==> src/rtl/adder_arbiter.sv <==
// Round-robin arbiter that time-shares one single-precision adder among NUM_REQ
// requesters, with a watchdog that aborts an operation whose result never arrives.
module adder_arbiter #(
  parameter int NUM_REQ = 4,
  parameter int IDX_W   = 2,
  parameter int TIMEOUT = 16
) (
  input  logic                   clk,
  input  logic                   reset,
  input  logic [NUM_REQ-1:0]     req,
  input  logic [32*NUM_REQ-1:0]  req_a,
  input  logic [32*NUM_REQ-1:0]  req_b,
  output logic [NUM_REQ-1:0]     resp_done,
  output logic [31:0]            resp_data,
  output logic                   resp_err,
  output logic                   add_load,
  output logic [31:0]            add_a,
  output logic [31:0]            add_b,
  input  logic [31:0]            add_result,
  input  logic                   add_result_ready,
  output logic                   add_result_ack,
  output logic                   busy,
  output logic [IDX_W-1:0]       grant_idx,
  output logic                   err_sticky,
  input  logic                   err_clr
);

  localparam int CNT_W = $clog2(TIMEOUT);

  localparam logic [1:0] S_IDLE = 2'd0;
  localparam logic [1:0] S_LOAD = 2'd1;
  localparam logic [1:0] S_WAIT = 2'd2;
  localparam logic [1:0] S_ACK  = 2'd3;

  logic [1:0]       r_state;
  logic [IDX_W-1:0] r_rr;
  logic [IDX_W-1:0] r_gnt;
  logic [CNT_W-1:0] r_cnt;
  logic [31:0]      r_data;
  logic             r_err;
  logic [31:0]      r_a;
  logic [31:0]      r_b;
  logic             r_err_sticky;

  logic             w_any;
  logic [IDX_W-1:0] w_gnt;
  logic [31:0]      w_opa;
  logic [31:0]      w_opb;

  // Scan from farthest to nearest so the nearest set bit after rr wins.
  always_comb begin
    w_any = 1'b0;
    w_gnt = '0;
    for (int k = NUM_REQ; k >= 1; k--) begin
      if (req[(int'(r_rr) + k) % NUM_REQ]) begin
        w_any = 1'b1;
        w_gnt = IDX_W'((int'(r_rr) + k) % NUM_REQ);
      end
    end
  end

  always_comb begin
    w_opa = '0;
    w_opb = '0;
    for (int i = 0; i < NUM_REQ; i++) begin
      if (IDX_W'(i) == w_gnt) begin
        w_opa = req_a[32*i +: 32];
        w_opb = req_b[32*i +: 32];
      end
    end
  end

  always_ff @(posedge clk or negedge reset) begin
    if (!reset) begin
      r_state      <= S_IDLE;
      r_rr         <= IDX_W'(NUM_REQ-1);
      r_gnt        <= '0;
      r_cnt        <= '0;
      r_data       <= '0;
      r_err        <= 1'b0;
      r_a          <= '0;
      r_b          <= '0;
      r_err_sticky <= 1'b0;
    end else begin
      if (err_clr) r_err_sticky <= 1'b0;
      case (r_state)
        S_IDLE: if (w_any) begin
          r_gnt   <= w_gnt;
          r_rr    <= w_gnt;
          r_a     <= w_opa;
          r_b     <= w_opb;
          r_state <= S_LOAD;
        end
        S_LOAD: begin
          r_cnt   <= '0;
          r_state <= S_WAIT;
        end
        S_WAIT: begin
          if (add_result_ready) begin
            r_data  <= add_result;
            r_err   <= 1'b0;
            r_state <= S_ACK;
          end else if (r_cnt == CNT_W'(TIMEOUT-1)) begin
            // Clear request in the same cycle beats the sticky set.
            r_data  <= '0;
            r_err   <= 1'b1;
            if (!err_clr) r_err_sticky <= 1'b1;
            r_state <= S_ACK;
          end else begin
            r_cnt <= r_cnt + CNT_W'(1);
          end
        end
        S_ACK:   r_state <= S_IDLE;
        default: r_state <= S_IDLE;
      endcase
    end
  end

  for (genvar i = 0; i < NUM_REQ; i++) begin : g_done
    assign resp_done[i] = (r_state == S_ACK) && (r_gnt == IDX_W'(i));
  end

  assign resp_data      = r_data;
  assign resp_err       = r_err;
  assign add_load       = (r_state == S_LOAD);
  assign add_result_ack = (r_state == S_ACK);
  assign busy           = (r_state != S_IDLE);
  assign add_a          = r_a;
  assign add_b          = r_b;
  assign grant_idx      = r_gnt;
  assign err_sticky     = r_err_sticky;

endmodule

==> config.mk <==
export PLATFORM = sky130hd
export DESIGN_NAME = adder_arbiter
export DESIGN_NICKNAME = d
export VERILOG_FILES = /design/src/rtl/adder_arbiter.sv
export SDC_FILE = /design/constraint.sdc
export NUM_CORES = 1
export LEC_CHECK = 0
export CAP_MARGIN = 40
export CORE_AREA = 3 3 154 156
export CTS_CLUSTER_DIAMETER = 30
export DETAILED_ROUTE_END_ITERATION = 7
export DIE_AREA = 0 0 157 159
export DONT_BUFFER_PORTS = 1
export SETUP_SLACK_MARGIN = 0.5
export SLEW_MARGIN = 5
export SYNTH_ARGS = -nofsm -noshare
export SYNTH_HDL_FRONTEND = slang
export SYNTH_SLANG_ARGS = --single-unit
==> constraint.sdc <==
create_clock -name clk -period 3.4 [get_ports clk]
set_input_delay 0.68 -clock clk [delete_from_list [all_inputs] [get_ports clk]]
set_output_delay 0.68 -clock clk [all_outputs]
set_load 0.01 [all_outputs]
After elaboration in Yosys (flattened, before gate mapping)
Cells that the tools add are included.
{"block": "totals", "input_bits": 296, "ff_bits": 108}
{"block": "op_classes", "order_cmp": 4, "add_sub_neg": 5, "n_eq_ne": 14, "muxes": 44, "n_bitwise": 4, "reduce_logical": 18}
{"op": "2-to-1 mux 32 bit", "count": 10}
{"op": "2-to-1 mux 1 bit", "count": 19}
{"op": "less-than comparator 3 x 4 -> 1 bit, second input constant", "count": 4}
{"op": "2-to-1 mux 2 bit", "count": 7}
{"op": "binary-select mux 1 bit (select 2 bit)", "count": 4}
{"op": "equality test 2 bit, second input constant", "count": 4}
{"op": "2-to-1 mux 4 bit", "count": 2}
{"op": "one-hot mux 2 bit (4 select lines)", "count": 1}
{"op": "one-hot mux 4 bit (2 select lines)", "count": 1}
{"op": "OR reduction 2 bit", "count": 4}
{"op": "zero test 2 bit", "count": 3}
{"op": "!= test 2 bit, second input constant", "count": 3}
{"op": "AND reduction 2 bit", "count": 3}
{"op": "nonzero test 2 bit", "count": 3}
{"op": "adder 2 x 1 -> 2 bit, second input constant", "count": 2}
{"op": "adder 2 bit, second input constant", "count": 2}
{"op": "adder 4 x 1 -> 4 bit, second input constant", "count": 1}
{"op": "bitwise AND 1 bit, first input constant", "count": 4}
{"op": "equality test 2 x 1 -> 1 bit, second input constant", "count": 2}
{"op": "equality test 2 bit, first input constant", "count": 2}
{"op": "equality test 4 bit, second input constant", "count": 1}
{"op": "logical AND 1 bit", "count": 4}
{"op": "!= test 3 bit, second input constant", "count": 1}
{"op": "AND reduction 3 bit", "count": 1}
{"op": "equality test 1 x 2 -> 1 bit, first input constant", "count": 1}

Depth between registers and ports, before layout
Gate-level depths: netlist of run 1.
{"block": "depth", "ltp_word": 15, "mapped_depth": 8}

Least setup slack after synthesis of run 1
OpenSTA, ideal clock, no wires.
{"block": "synth_timing", "path_kind": "in2reg", "from": "input req[1]", "to": "register r_b[10], in the netlist add_b[10]", "path_stages": 7, "arrival_ps": 1810, "path_slack_ps": 1457, "setup_time_ps": 133, "path_cell_list": "nor2b_1 -> o21ai_1 -> o311ai_2 -> buf_4 -> buf_4 -> mux2i_1 -> o221ai_2"}
{"block": "synth_between", "elab_chain_cells": 12, "word_cells_on_any_way": 29, "cone_classes": "eq/ne: 3; mux: 24; reduce/logical: 2"}
{"element": "start: declaration", "line": "10", "text": "input logic [NUM_REQ-1:0] req,"}
{"element": "binary-select mux 1 bit (select 2 bit)", "line": "55", "text": "if (req[(int'(r_rr) + k) % NUM_REQ]) begin"}
{"element": "2-to-1 mux 1 bit (not written as such) (2 in series)", "line": "55"}
{"element": "2-to-1 mux 2 bit (4 in series)", "line": "55"}
{"element": "zero test 2 bit", "line": "66", "text": "if (IDX_W'(i) == w_gnt) begin"}
{"element": "2-to-1 mux 32 bit (4 in series)", "line": "66"}
{"element": "end signal: assignment", "line": "91", "text": "r_b <= w_opb;"}
{"element": "end: declaration", "line": "42", "text": "logic [31:0] r_b;"}
Parallel ways exist; a longest one is shown, timed or not. The select of a mux whose other input is x is not followed.
A chain may end at the register's enable or synchronous reset.

Worst setup path in the final report of run 1
{"block": "layout_timing", "from": "register r_state[0]", "to": "register r_b[14], in the netlist add_b[14]"}
{"block": "layout_between", "elab_chain_cells": 2}
{"element": "start: declaration", "line": "35", "text": "logic [1:0] r_state;"}
{"element": "start signal: assignment", "line": "75", "text": "r_state <= S_IDLE;"}
{"element": "start signal: assignment", "line": "92", "text": "r_state <= S_LOAD;"}
{"element": "start signal: assignment", "line": "96", "text": "r_state <= S_WAIT;"}
{"element": "zero test 2 bit", "line": "86", "text": "case (r_state)"}
{"element": "AND reduction 2 bit (no source line)"}
Every way passes these cells.

==> results of run 1 <==
==> layer usage <==
| metal | share of wire [%] | vias up | wire length [um] | GRT usage (%) |
|---|---|---|---|---|
| met3 | 11 | 25 | 2161 | 5.246 |
| met2 | 50 | 292 | 9544 | 24.38 |
| met5 | 0 | - | 0 | 0 |
| met4 | 2.9 | 0 | 551 | 5.292 |
| met1 | 36 | 2072 | 6827 | 16.09 |
| li1 | - | 1908 | - | - |
==> metrics by stage <==
stage,hold WS (ns),cell area (sq um),cells
floorplan,0.3844,5947,512
detailed placement,0.3869,6201,763
global route,0.002027,6594,788
CTS,0.001643,6551,784
global placement,0.3875,6201,763
finish,0.03709,6594,788
==> report_power, final <==
part	internal [mW]	total (mW)	leakage, nW	switching, mW
registers	1.90	2.68	1.35	0.781
clock network	0.580	1.09	0.140	0.511
logic	1.20	2.69	1.43	1.50
==> sequential cells by signal, indices dropped and copies added, names as in the netlist <==
| name | count |
|---|---|
| r_rr | 2 |
| grant_idx | 2 |
| resp_err | 1 |
| add_a | 32 |
| err_sticky | 1 |
| r_state | 2 |
| resp_data | 32 |
| r_cnt | 4 |
| add_b | 32 |
==> kinds of logic after synthesis <==
| group | Yosys count | synth area share, % |
|---|---|---|
| AO/OA/AOI/OAI | 117 | 20.09 |
| multiplexers | 128 | 21.54 |
| adder cells (fa/ha/maj) | 6 | 1.262 |
| AND/OR/NAND/NOR | 105 | 7.238 |
| flip-flops | 108 | 45.49 |
| buffers and inverters | 48 | 4.376 |
==> synthesized netlist by cell type, types with 2 or more instances <==
master      n  area, sq um
mux2i_1   128         1281
dfrtp_1   106         2653
nand2_1    74        277.8
o221ai_2   37        555.5
a22o_1     32        280.3
o221ai_1   27        236.5
nor2_1     15        56.30
clkbuf_1   14        52.55
buf_2      13        65.06
o21ai_0    10        50.05
buf_4       6        45.04
ha_1        6        75.07
inv_1       6        22.52
buf_6       5        56.30
o21ai_1     4        20.02
a21oi_1     3        15.01
nor2b_1     3        18.77
nor3_1      3        15.01
a31oi_1     2        12.51
and3_1      2        12.51
buf_1       2        7.510
dfstp_2     2        52.55
nand3_1     2        10.01
==> cell usage in the layout (no fill, tap or decap), types with 3 or more instances in the layout <==
cell             n
mux2i_1        128
dfrtp_1        106
nand2_1         73
nor2b_1          3
o21ai_0         10
a22o_1          32
inv_1            6
ha_1             6
a21oi_1          3
dlygate4sd3_1    7
buf_12           5
o221ai_1        27
clkbuf_16        9
buf_4            3
o21ai_1          3
nor2_1          14
nor3_1           3
o221ai_2        37
==> worst max-delay path: cells and delay by family, from the launching register on <==
family / cells / cell delay, ns
AO/OA/AOI/OAI: 1 / 0.20
AND/OR/NAND/NOR: 2 / 0.67
flip-flops: 1 / 0.40
adder cells (fa/ha/maj): 1 / 0.26
buffers and inverters: 3 / 0.57
==> what timing repair did <==
action,4_1_cts,5_1_grt
endpoints found under the hold margin,17,21
resized for setup,0,0
hold buffers,5,3
buffers inserted,0,0
==> final timing paths <==
path                                         from                     to  slack (ns)  cells after the start
max                        r_state[0]$_DFFE_PN0P_  add_b[14]$_DFFE_PN0P_        1.13                      7
min                                         reset  add_b[26]$_DFFE_PN0P_        0.04                      0
max reg2reg                r_state[0]$_DFFE_PN0P_  add_b[14]$_DFFE_PN0P_        1.13                      7
min reg2reg                   r_rr[0]$_DFFE_PN1P_    r_rr[0]$_DFFE_PN1P_        0.52                      2
max in group asynchronous                   reset   add_b[1]$_DFFE_PN0P_        1.99                      1
min in group clk                          err_clr   err_sticky$_DFF_PN0_        0.39                      1
==> layout make-up <==
cell class	instances	area share, %
Multi-Input combinational cell	356	45.65
Timing Repair Buffer	15	2.922
Sequential cell	108	41.02
Clock inverter	6	1.082
Clock buffer	10	3.472
Antenna cell	1	0.03795
Tap cell	285	5.408
Inverter	7	0.3985
==> run_results.csv, run 1 <==
group,metric,value,unit
status,status,"complete, no violations",
layout,fill_cells,2283,
die,top_level_ports,403,
die,die_w,157,um
timing,setup_ws,1.126,ns
layout,ff_latch_area,2705,sq um
cts,h-tree-depth,3,
timing,finalHoldViolCount,0,
timing,finalCriticalPeriod,2.274,ns
critical_path,arrival,2.53,ns
pwr,power,6.464,mW
critical_path,crit_fanout,33,
cts,clockBufferDepth,2,
drt,num_vias,4297,
placed_design,io_buffers,0,
drt,drt_iter0_markers,238,
die,core.rowCount,55,
die,floorplan.die_area,24960,sq um
layout,drive_gt1_share,13.75,%
timing,setup_viol,0,
die,initial_utilization,26.43,%
cts,cts_tree,"yes",
die,coreArea,22500,sq um
global_route,antenna_found_initial,1,
layout,multiInputGateArea,3010,sq um
critical_path,critPathSlowestCell,"dfrtp_1",
die,die_h,159,um
critical_path,path_class,"register to register",
layout,syn2layout_area_growth,10.88,%
synthesis,yosysWarnings,0,
critical_path,critical_path.max_stage_delay,0.40,ns
drt,ant_nets,0,
drt,drc_errors,0,
cts,numCtsBuffers,9,
timing,finClkSkew,0.01272,ns
global_route,grt_first_pass_wirelength,27270,um
timing,grt_setup_unrepaired,"false",
global_route,grt_max_degree,82,
critical_path,cp_common_cell,"inv_1",
critical_path,cp-start-kind,"register",
flow_run,cap_violations,0,
synthesis,synth_fp_nets,814,
placed_design,gp_congestion,0.8317,
synthesis,ys_ff_latch,108,
critical_path,crit_required,3.65,ns
drt,totalWireLength,19080,um
synthesis,synth_cell_types,33,
critical_path,path_cells,"inv_1 > ha_1 > inv_1 > nor2_1 > nand2_4 > buf_12 > o221ai_1",
synthesis,ys_seq_area_share,45.49,%
drt,avgViaCountPerCell,5.453,
cts,cts.sinks,108,
global_route,track_usage,14.24,%
global_route,grt_pass1_vias,4602,
hold_path,hp-class,"primary input to async pin",
cts,cts.clk_slew.worst_paths,0.08,ns
synthesis,synthArstFlopShare,100.0,%
drt,wl_per_cell,24.22,um
timing,tns,0,ns
timing,period_share,66.87,%
placed_design,pre_cts_slack,0.9434,ns
layout,final_nets,799,
synthesis,yosys_most_used_dff,"dfrtp_1",
synthesis,synth_area_per_cell,11.62,sq um
critical_path,critPathCaptureType,"register",
cts,clock_latency,0.35,ns
layout,final_util,29.30,%
timing,worstMarginPinSlew,0.8332,ns
global_route,grt_overflow,0,
timing,drv_slew,0,
synthesis,syn_inst,512,
pwr,ir_drop,1.036,mV
pwr,p_per_area,980.4,nW/um^2
timing,max_freq,439.8,MHz
synthesis,synth_edf_count,0,
synthesis,syn_area,5947,sq um
placed_design,place_hpwl,13740,um
timing,maxSlewHeadroom,44.27,%
cts,cts_root_buffer,"clkbuf_16",
pwr,leakagePower,2.920,nW
drt,dr.pass1.iters,4,
Note: power is estimated with default switching activity, not from simulation.
==> run 2, diff against run 1 <==
--- a/config.mk
+++ b/config.mk
@@ -5,11 +5,12 @@
 export SDC_FILE = /design/constraint.sdc
 export NUM_CORES = 1
 export LEC_CHECK = 0
+export ABC_AREA = 1
 export CAP_MARGIN = 40
-export CORE_AREA = 3 3 154 156
+export CORE_AREA = 3 3 158 160
 export CTS_CLUSTER_DIAMETER = 30
 export DETAILED_ROUTE_END_ITERATION = 7
-export DIE_AREA = 0 0 157 159
+export DIE_AREA = 0 0 161 163
 export DONT_BUFFER_PORTS = 1
 export SETUP_SLACK_MARGIN = 0.5
 export SLEW_MARGIN = 5
==> constraint.sdc (replaced) <==
create_clock -name clk -period 1.8 [get_ports clk]
set_input_delay 0.36 -clock clk [delete_from_list [all_inputs] [get_ports clk]]
set_output_delay 0.36 -clock clk [all_outputs]
set_load 0.01 [all_outputs]
==> run 2 against run 1 <==
Net effect: the run now ends with negative hold slack, negative setup slack left; sequential cell count unchanged; register-to-register slack got worse by 1.5 ns; sequential power increased by 96%; first-iteration DRC count increased by 68%; combinational power increased to 7.9 times the previous value; design area increased by 45%; clock-buffer cell count unchanged; power increased to 4.4 times the previous value.
==> run_results.csv, run 2 <==
group,metric,value,unit
status,status,"complete, but fails checks",
status,violations,"negative hold slack, negative setup slack",
global_route,antenna_found_initial,0,
layout,n_antenna_cell,0,
critical_path,critical_path.max_stage_delay,0.62,ns
layout,layout.cells.non_filler,1475,
drt,drc_errors,0,
critical_path,crit_required,2.09,ns
synthesis,synth_top_family_by_area,"simple AND/OR/NAND/NOR gates",
synthesis,syn_inst,1103,
critical_path,critPathSlowestCell,"dfstp_2",
timing,setup_ws,-0.4015,ns
timing,setup_viol,70,
die,floorplan.die_area,26240,sq um
critical_path,crit_fanout,9,
placed_design,place_inst,1398,
cts,cts_root_buffer,"clkbuf_16",
hold_path,hp-class,"primary input to async pin",
cts,cts.clk_slew.worst_paths,0.09,ns
placed_design,place_hpwl,18060,um
cts,clockBufferDepth,2,
global_route,grt_first_pass_wirelength,40200,um
global_route,grt_overflow,0,
timing,drv_slew,0,
timing,max_freq,454.2,MHz
global_route,track_usage,19.53,%
layout,final_nets,1453,
synthesis,synth_edf_count,0,
synthesis,yosysWarnings,0,
critical_path,arrival,2.50,ns
timing,period_share,122.3,%
timing,finalCriticalPeriod,2.202,ns
synthesis,synth_compound_area_share,1.039,%
synthesis,muxShareOfSynthArea,0,%
synthesis,yosys.area.top_type_share,37.99,%
drt,drt_iter0_markers,400,
drt,num_vias,7525,
die,initial_utilization,29.66,%
cts,cts.sinks,108,
die,die_h,163,um
timing,finClkSkew,0.01724,ns
synthesis,synth_fa_ha_area_share,1.075,%
pwr,swShare,51.63,%
drt,totalWireLength,28750,um
synthesis,synth_most_common_cell,"nand2_1",
synthesis,synth.largest_area_cell,"dfrtp_1",
synthesis,ys_seq_area_share,38.75,%
critical_path,r2r_setup_slack,-0.40,ns
cts,cts_tree,"yes",
die,core.rowCount,56,
pwr,pwr-share-comb,74.5,%
layout,syn2layout_area_growth,37.38,%
drt,dr.pass1.iters,5,
cts,clock_latency,0.36,ns
timing,worstMarginPinSlew,0.2785,ns
pwr,internal_power,13.86,mW
synthesis,synthSimpleGateAreaFrac,48.21,%
cts,h-tree-depth,3,
critical_path,cp_num_buf_inv,5,
pwr,leakagePower,5.079,nW
die,die_w,161,um
timing,finalHoldViolCount,108,
critical_path,path_cells,"inv_4 > nand2_2 > nand2_2 > nand2_2 > nand2_1 > inv_1 > nand2_1 > nand2_2 > nand2_4 > buf_6 > nor2_4 > buf_12 > clkbuf_16 > nand2_1 > nand3_2 > nand2_1 > nand2_1",
synthesis,ys_ff_latch,108,
die,coreArea,23540,sq um
pwr,seqPwrFrac,18.3,%
critical_path,path_class,"register to register",
flow_run,cap_violations,0,
layout,drive_gt1_share,23.96,%
drt,ant_nets,0,
synthesis,synthXorXnorAreaFrac,0.1254,%
critical_path,cp-start-kind,"register",
layout,final_common_cell,"nand2_1",
timing,grt_setup_unrepaired,"true",
critical_path,cp_common_cell,"nand2_1",
critical_path,critPathCaptureType,"register",
pwr,p_switching,14.79,mW
synthesis,synth_area_per_cell,6.330,sq um
placed_design,pre_cts_slack,-0.3461,ns
synthesis,synth.area.top_cells,"dfrtp_1 (38%), nand2_1 (25%), nand3_1 (15%)",
drt,wl_per_cell,19.49,um
placed_design,io_buffers,0,
pwr,ir_drop,1.222,mV
global_route,grt_pass1_vias,7240,
layout,fill_cells,2411,
pwr,p_per_area,2987,nW/um^2
layout,final_cell_mix,"nand2_1 (424), nand3_1 (147), dfrtp_1 (102), nor2_1 (99), inv_1 (89)",
drt,avgViaCountPerCell,5.102,
critical_path,path_delay_family,"simple AND/OR/NAND/NOR gates",
synthesis,ys_top_cells_by_count,"nand2_1 (467), nand3_1 (203), nor2_1 (109)",
timing,hold_ws,-0.3104,ns
timing,maxSlewHeadroom,81.37,%
cts,numCtsBuffers,9,
synthesis,synth_fp_nets,1405,
synthesis,synth_cell_types,24,
synthesis,synthArstFlopShare,100.0,%
placed_design,gp_congestion,0.8668,
pwr,clockPowerShare,7.2,%
die,top_level_ports,403,
synthesis,yosys_most_used_dff,"dfrtp_1",
synthesis,syn_area,6982,sq um
global_route,grt_max_degree,109,
[run 2: cell count changes in the layout (fill, tap and decap cells not counted), moves of 54 or more]
cell	previous run	this run
nand3_2	0	54
inv_1	6	89
mux2i_1	128	0
nand3_1	2	147
nor2_1	14	99
nand2_1	73	424
[run 2: final timing paths]
kind                                            start                        end  depth (start not counted)
worst max-delay path              r_rr[0]$_DFFE_PN1P_      add_a[23]$_DFFE_PN0P_                         17
worst min-delay path                            reset  resp_data[13]$_DFFE_PN0P_                          0
worst max register to register    r_rr[0]$_DFFE_PN1P_      add_a[23]$_DFFE_PN0P_                         17
worst min register to register  add_a[16]$_DFFE_PN0P_      add_a[16]$_DFFE_PN0P_                          2
max in group asynchronous                       reset        r_rr[0]$_DFFE_PN1P_                          0
min in group clk                              err_clr       err_sticky$_DFF_PN0_                          1
[run 2: logic make-up after synthesis]
logic type	count (synthesis)
AND/OR/NAND/NOR	801
XOR/XNOR	1
buffers and inverters	173
AO/OA/AOI/OAI	14
adder cells (fa/ha/maj)	6
flip-flops	108
[run 2: what timing repair did]
item | CTS | global route
buffers inserted | 28 | 8
pin swaps | 30 | 25
setup endpoints to repair | 114 | 115
hold endpoints to repair | 108 | 108
cloned | 15 | 10
gates resized for setup | 178 | 51
[run 2: per-layer routing]
metal / vias up / share of wire, % / track usage (%)
li1: 3504 / - / -
met1: 3545 / 37 / 22.27
met2: 415 / 50 / 34.18
met3: 61 / 9.8 / 6.663
met4: 0 / 3.4 / 6.883
met5: - / 0 / 0
[run 2: power by group through the flow]
stage,clock [mW],sequential (mW),combinational (mW)
detailed placement,0,5.16,14.9
CTS,2.12,5.24,18.9
finish,2.06,5.25,21.3
floorplan,0,4.76,11.2
global route,2.20,5.40,23.3
global placement,0,5.20,14.7
[run 2: cell type report]
cell class	instances	area [sq um]	share of cell area [%]
clock inverter	6	67.56	0.7044
clock buffer	10	229.0	2.387
inverter	107	469.2	4.892
sequential	108	2710	28.25
tap	319	399.1	4.161
multi-input combinational	822	4144	43.20
timing repair buffer	103	1573	16.40
[run 2: through the flow]
stage | utilization, % | TNS (ns) | area [sq um] | total power, mW
6_report | 40.74 | -21.95 | 9592 | 28.65
2_1_floorplan | - | -5.747 | 7129 | 16.00
3_3_place_gp | 32.08 | -16.60 | 7553 | 19.90
4_1_cts | 38.79 | -18.99 | 9133 | 26.30
5_1_grt | 40.74 | -32.58 | 9592 | 30.94
3_5_place_dp | 32.08 | -19.39 | 7553 | 20.08
